<file path="config.mk">
export PLATFORM = sky130hd
export DESIGN_NAME = pll_reset_sequencer
export DESIGN_NICKNAME = d
export VERILOG_FILES = /design/src/rtl/pll_seq_pkg.sv /design/src/rtl/sync2_ff.sv /design/src/rtl/pll_reset_sequencer.sv
export SDC_FILE = /design/constraint.sdc
export NUM_CORES = 1
export LEC_CHECK = 0
export BUFFER_PORTS_ARGS = -buffer_cell sky130_fd_sc_hd__buf_2
export CORE_MARGIN = 2
export CORE_UTILIZATION = 56
export DETAILED_ROUTE_END_ITERATION = 7
export GPL_ROUTABILITY_DRIVEN = 0
export MAX_ROUTING_LAYER = met4
export PLACE_DENSITY = 0.77
export SYNTH_ARGS = -nofsm -noshare
export SYNTH_HDL_FRONTEND = slang
export SYNTH_SLANG_ARGS = --single-unit
</file>
<file path="constraint.sdc">
create_clock -name clk -period 2.02 [get_ports clk]
set_input_delay 0.101 -clock clk [delete_from_list [all_inputs] [get_ports clk]]
set_output_delay 0.101 -clock clk [all_outputs]
set_load 0.01 [all_outputs]
</file>
<file path="src/rtl/pll_seq_pkg.sv">
// Shared state encoding and default timing constants for the PLL reset sequencer.
package pll_seq_pkg;

   typedef enum logic [1:0] {
      WAIT_LOCK = 2'd0,
      SETTLE    = 2'd1,
      RUN       = 2'd2,
      CLR_STDY  = 2'd3
   } seq_state_e;

   localparam int DEF_STABLE_CYCLES  = 1024;
   localparam int DEF_HOLD_CYCLES    = 16;
   localparam int DEF_TIMEOUT_CYCLES = 100000;

endpackage

</file>
<file path="src/rtl/sync2_ff.sv">
// Two-flop synchronizer for a single asynchronous level, reset to 0.
module sync2_ff (
   input  logic clk,
   input  logic rst_n,
   input  logic d,
   output logic q
);

   logic meta;

   always_ff @(posedge clk or negedge rst_n) begin
      if (!rst_n) begin
         meta <= 1'b0;
         q    <= 1'b0;
      end else begin
         meta <= d;
         q    <= meta;
      end
   end

endmodule

</file>
<file path="src/rtl/pll_reset_sequencer.sv">
// Turns CC_PLL lock status into a clean clk-synchronous core reset and re-arms the steady-lock flag.
// Optional lock watchdog built when PLL_SEQ_LOCK_WATCHDOG_EN is defined.
module pll_reset_sequencer
   import pll_seq_pkg::*;
#(
   parameter int STABLE_CYCLES  = DEF_STABLE_CYCLES,
   parameter int HOLD_CYCLES    = DEF_HOLD_CYCLES,
   parameter int CNT_W          = 8,
   parameter int TIMEOUT_CYCLES = DEF_TIMEOUT_CYCLES
) (
   input  logic             clk,
   input  logic             resetn,
   input  logic             pll_locked,
   input  logic             pll_locked_stdy,
   output logic             pll_stdy_rst,
   output logic             rst_out_n,
   output logic             ready,
   output logic             lock_lost_stb,
   output logic [CNT_W-1:0] lock_loss_cnt,
   output logic             pll_fault
);

   // One counter serves both the settle window and the steady-flag clear hold.
   localparam int MAX_CNT = (STABLE_CYCLES > HOLD_CYCLES) ? STABLE_CYCLES : HOLD_CYCLES;
   localparam int SET_W   = $clog2(MAX_CNT + 1);

   seq_state_e       state;
   logic [SET_W-1:0] cnt;
   logic             lock_s;
   logic             stdy_s;
   logic             wd_expired;

   sync2_ff u_sync_lock (
      .clk   (clk),
      .rst_n (resetn),
      .d     (pll_locked),
      .q     (lock_s)
   );

   sync2_ff u_sync_stdy (
      .clk   (clk),
      .rst_n (resetn),
      .d     (pll_locked_stdy),
      .q     (stdy_s)
   );

`ifdef PLL_SEQ_LOCK_WATCHDOG_EN
   localparam int WD_W = $clog2(TIMEOUT_CYCLES + 1);

   logic [WD_W-1:0] wd_cnt;
   logic            acquiring;

   assign acquiring  = (state == WAIT_LOCK) || (state == SETTLE);
   assign wd_expired = acquiring && (wd_cnt == WD_W'(TIMEOUT_CYCLES - 1));

   // Restarts after every RUN or steady-flag clear so each retry gets a full window.
   always_ff @(posedge clk or negedge resetn) begin
      if (!resetn) begin
         wd_cnt    <= '0;
         pll_fault <= 1'b0;
      end else if (wd_expired) begin
         wd_cnt    <= '0;
         pll_fault <= 1'b1;
      end else if (acquiring) begin
         wd_cnt    <= wd_cnt + WD_W'(1);
      end else begin
         wd_cnt    <= '0;
      end
   end
`else
   assign wd_expired = 1'b0;
   assign pll_fault  = 1'b0;
`endif

   always_ff @(posedge clk or negedge resetn) begin
      if (!resetn) begin
         state         <= WAIT_LOCK;
         cnt           <= '0;
         rst_out_n     <= 1'b0;
         ready         <= 1'b0;
         pll_stdy_rst  <= 1'b0;
         lock_lost_stb <= 1'b0;
         lock_loss_cnt <= '0;
      end else begin
         lock_lost_stb <= 1'b0;
         if (wd_expired) begin
            state        <= CLR_STDY;
            cnt          <= '0;
            rst_out_n    <= 1'b0;
            ready        <= 1'b0;
            pll_stdy_rst <= 1'b1;
         end else begin
            unique case (state)
               WAIT_LOCK: begin
                  if (lock_s) begin
                     state <= SETTLE;
                     cnt   <= '0;
                  end
               end
               SETTLE: begin
                  // A drop always beats a release landing on the same edge.
                  if (!lock_s) begin
                     state <= WAIT_LOCK;
                     cnt   <= '0;
                  end else if (cnt == SET_W'(STABLE_CYCLES - 1)) begin
                     state     <= RUN;
                     cnt       <= '0;
                     rst_out_n <= 1'b1;
                     ready     <= stdy_s;
                  end else begin
                     cnt <= cnt + SET_W'(1);
                  end
               end
               RUN: begin
                  if (!lock_s) begin
                     state         <= CLR_STDY;
                     cnt           <= '0;
                     rst_out_n     <= 1'b0;
                     ready         <= 1'b0;
                     pll_stdy_rst  <= 1'b1;
                     lock_lost_stb <= 1'b1;
                     if (lock_loss_cnt != {CNT_W{1'b1}})
                        lock_loss_cnt <= lock_loss_cnt + CNT_W'(1);
                  end else begin
                     ready <= stdy_s;
                  end
               end
               CLR_STDY: begin
                  // Lock is deliberately ignored until the hold completes.
                  if (cnt == SET_W'(HOLD_CYCLES - 1)) begin
                     state        <= WAIT_LOCK;
                     cnt          <= '0;
                     pll_stdy_rst <= 1'b0;
                  end else begin
                     cnt <= cnt + SET_W'(1);
                  end
               end
               default: begin
                  state <= WAIT_LOCK;
                  cnt   <= '0;
               end
            endcase
         end
      end
   end

endmodule
</file>
==> results_dict.tcl <==
set metrics [dict create \
    cap_violations 0 \
    syn_inst 147 \
    io_pins 17 \
    path_clk_slew_ns 0.09 \
    seq_area_frac_synth 0.4945 \
    end_kind "register" \
    synthDistinctLibCells 38 \
    powerDensity_nw_per_um2 610.1 \
    hold_violations 0 \
    p_seq_frac 0.602 \
    worst_pin_slew_ns 0.6171 \
    comb_power_share 0.063 \
    whs_ns 0.3081 \
    insertedDiodeCount 0 \
    fin_tns_setup_ns 0 \
    min_path_type "in -> async" \
    ys.warnings.count 0 \
    row_count 18 \
    pre_cts_ws_ns 0.2047 \
    p_int_uw 747.6 \
    synth_ff_type "dfrtp_1" \
    p_sw_frac 0.2625 \
    synth.avg_cell_area_um2 9.984 \
    slew_headroom 0.5886 \
    post_cts_buffers 0 \
    ys_seq_elements 29 \
    synthesis.area_um2 1468 \
    clock_skew_ns 0.006243 \
    ys_async_sr_fraction 1.000 \
    clock_sink_count 29 \
    setup_viol 0 \
    layoutNonFillerInstCount 199 \
    overflow 0 \
    antenna_found_initial 0 \
    critPathLaunchType "register" \
    placed_area_um2 1565 \
    path_class "reg -> reg" \
    grt_pass1_wl_mm 4.581 \
    h-tree-depth 2 \
    cp.required_ns 2.23 \
    ant_nets 0 \
    insertion_delay_ns 0.33 \
    portBuffers 15 \
    power.switching_uw 266.1 \
    dr.pass1.iters 4 \
    first_global_vias 1023 \
    grt_max_degree 30 \
    power_mw 1.014 \
    stdcell_area_um2 1662 \
    fin_crit_sh 0.8848 \
    fin_nets 174 \
    status "complete, no violations" \
    max-vdd-ir-drop_mv 0.6199 \
    cts_buffers 5 \
    die_w_um 55.20 \
    drc 0 \
    die_y_um 55.20 \
    core_area_um2 2477 \
    cellLeakagePower_nw 0.8178 \
    drt-vias-per-instance 5.719 \
    final_core_util 0.6707 \
    setup_slack_ns 0.2328 \
    routed-via-count 1138 \
    clock.fmax_mhz 559.5 \
    rsz0062_at_grt "no" \
    synthToLayoutAreaGrowth_pct 13.21 \
    clkPwrFrac 0.335 \
    dp_hpwl_mm 1.961 \
    totalWireLength_mm 2.799 \
    grt_use_total 0.2270 \
    tritoncts "built" \
    cts_root_buffer "clkbuf_4" \
    synth_edf_count 0 \
    drt_iter0_drc 11 \
    start_util 0.5924 \
    synth_fp_nets 153 \
    worstPathMaxFanout 11 \
    cp_data_arrival_time_ns 2.00 \
    drive_gt1_frac 0.1893 \
    dp_cells 188 \
    period_minus_slack_ns 1.787 \
    cts_max_path_buffers 2 \
    routedWlPerCell_um 14.07 \
    fp.dieArea_um2 3046 \
    slew_violations 0 \
]
==> repair_timing <==
item | 4_1_cts | 5_1_grt
setup endpoints to repair | 0 | 3
endpoints found under the hold margin | 31 | 0
gates resized for setup | 0 | 1
hold buffers | 3 | 0
==> cell families (layout without fill, tap and decap cells) <==
| group | after synthesis | after routing | synth area share |
|---|---|---|---|
| flops | 29 | 29 | 0.4945 |
| compound gates | 27 | 27 | 0.1313 |
| mux | 2 | 2 | 0.01449 |
| xor+xnor | 11 | 11 | 0.06564 |
| other cells | 1 | 1 | 0.002555 |
| simple gates | 62 | 62 | 0.2285 |
| buf+inv | 13 | 35 | 0.04603 |
| fa+ha+maj | 2 | 2 | 0.01705 |
==> power by group through the flow <==
stage / Sequential [mW] / Clock, mW / Combinational (mW)
floorplan: 0.613 / 0 / 0.0464
global placement: 0.620 / 0 / 0.0572
detailed placement: 0.621 / 0 / 0.0592
CTS: 0.609 / 0.353 / 0.0636
global route: 0.613 / 0.382 / 0.0736
finish: 0.610 / 0.340 / 0.0639
==> registers in the layout (all words and copies together), names as in the netlist, named ones only <==
| register | flops |
|---|---|
| cnt | 11 |
| lock_loss_cnt | 8 |
| lock_lost_stb | 1 |
| pll_stdy_rst | 1 |
| ready | 1 |
| rst_out_n | 1 |
| state | 1 |
| u_sync_lock.meta | 1 |
| u_sync_lock.q | 1 |
| u_sync_stdy.meta | 1 |
| u_sync_stdy.q | 1 |
==> layer usage <==
layer  track usage  wire length (µm)
met5             -                 0
met2        0.3373              1349
met1        0.2864              1288
met3       0.08065               128
met4       0.08130                33
==> path summary, 6_finish.rpt <==
check | from | to | slack [ns] | cells past startpoint
worst min-delay path | resetn | lock_loss_cnt[7] | 0.31 | 2
worst min register to register | u_sync_stdy.meta | u_sync_stdy.q | 0.36 | 0
worst max-delay path | cnt[0] | cnt[3] | 0.23 | 6
min in group clk | u_sync_stdy.meta | u_sync_stdy.q | 0.36 | 0
max in group asynchronous | resetn | cnt[5] | 1.31 | 2
worst max register to register | cnt[0] | cnt[3] | 0.23 | 6
==> critical path, stage by stage (launching register included) <==
cell,delay (ns)
dfrtp_1,0.42
ha_1,0.21
and3_1,0.37
a31oi_1,0.13
buf_4,0.20
nor2_1,0.20
o211ai_1,0.13
==> layout by cell type (no fill, tap or decap), types with 2 or more instances in the layout <==
master         count
o22ai_1            2
clkinv_2           2
a41oi_4            2
clkbuf_4           5
nor2_1             5
dlygate4sd3_1      3
dfrtp_1           29
nor2b_1            5
o21ai_1           11
xnor2_1            6
nand4_1            9
nand2_1           22
and3_1             3
xor2_1             5
a21oi_1            2
inv_1              4
buf_4              5
buf_2             15
o211ai_1           4
o21ai_0            2
and4_1             3
nand3_1            7
ha_1               2
==> area by class of cell <==
cell class | count | area, µm²
timing repair buffer | 23 | 142.6
multi-input combinational | 105 | 685.7
tap | 30 | 37.54
inverter | 4 | 15.01
fill | 196 | 815.8
clock inverter | 3 | 17.52
sequential | 29 | 725.7
clock buffer | 5 | 37.54
==> cell usage after synthesis, types with 2 or more instances <==
cell type | number | area (µm²)
a21oi_1 | 2 | 10.01
nand3_1 | 7 | 35.03
buf_2 | 6 | 30.03
and3_1 | 3 | 18.77
inv_1 | 4 | 15.01
dfrtp_1 | 29 | 725.7
nand2_1 | 22 | 82.58
nor2_1 | 5 | 18.77
nand4_1 | 9 | 56.30
o21ai_1 | 11 | 55.05
xor2_1 | 5 | 43.79
nor2b_1 | 5 | 31.28
ha_1 | 2 | 25.02
o21ai_0 | 2 | 10.01
o211ai_1 | 4 | 30.03
and4_1 | 3 | 26.28
o22ai_1 | 2 | 12.51
xnor2_1 | 6 | 52.55
Note: power is estimated with default switching activity, not from simulation.
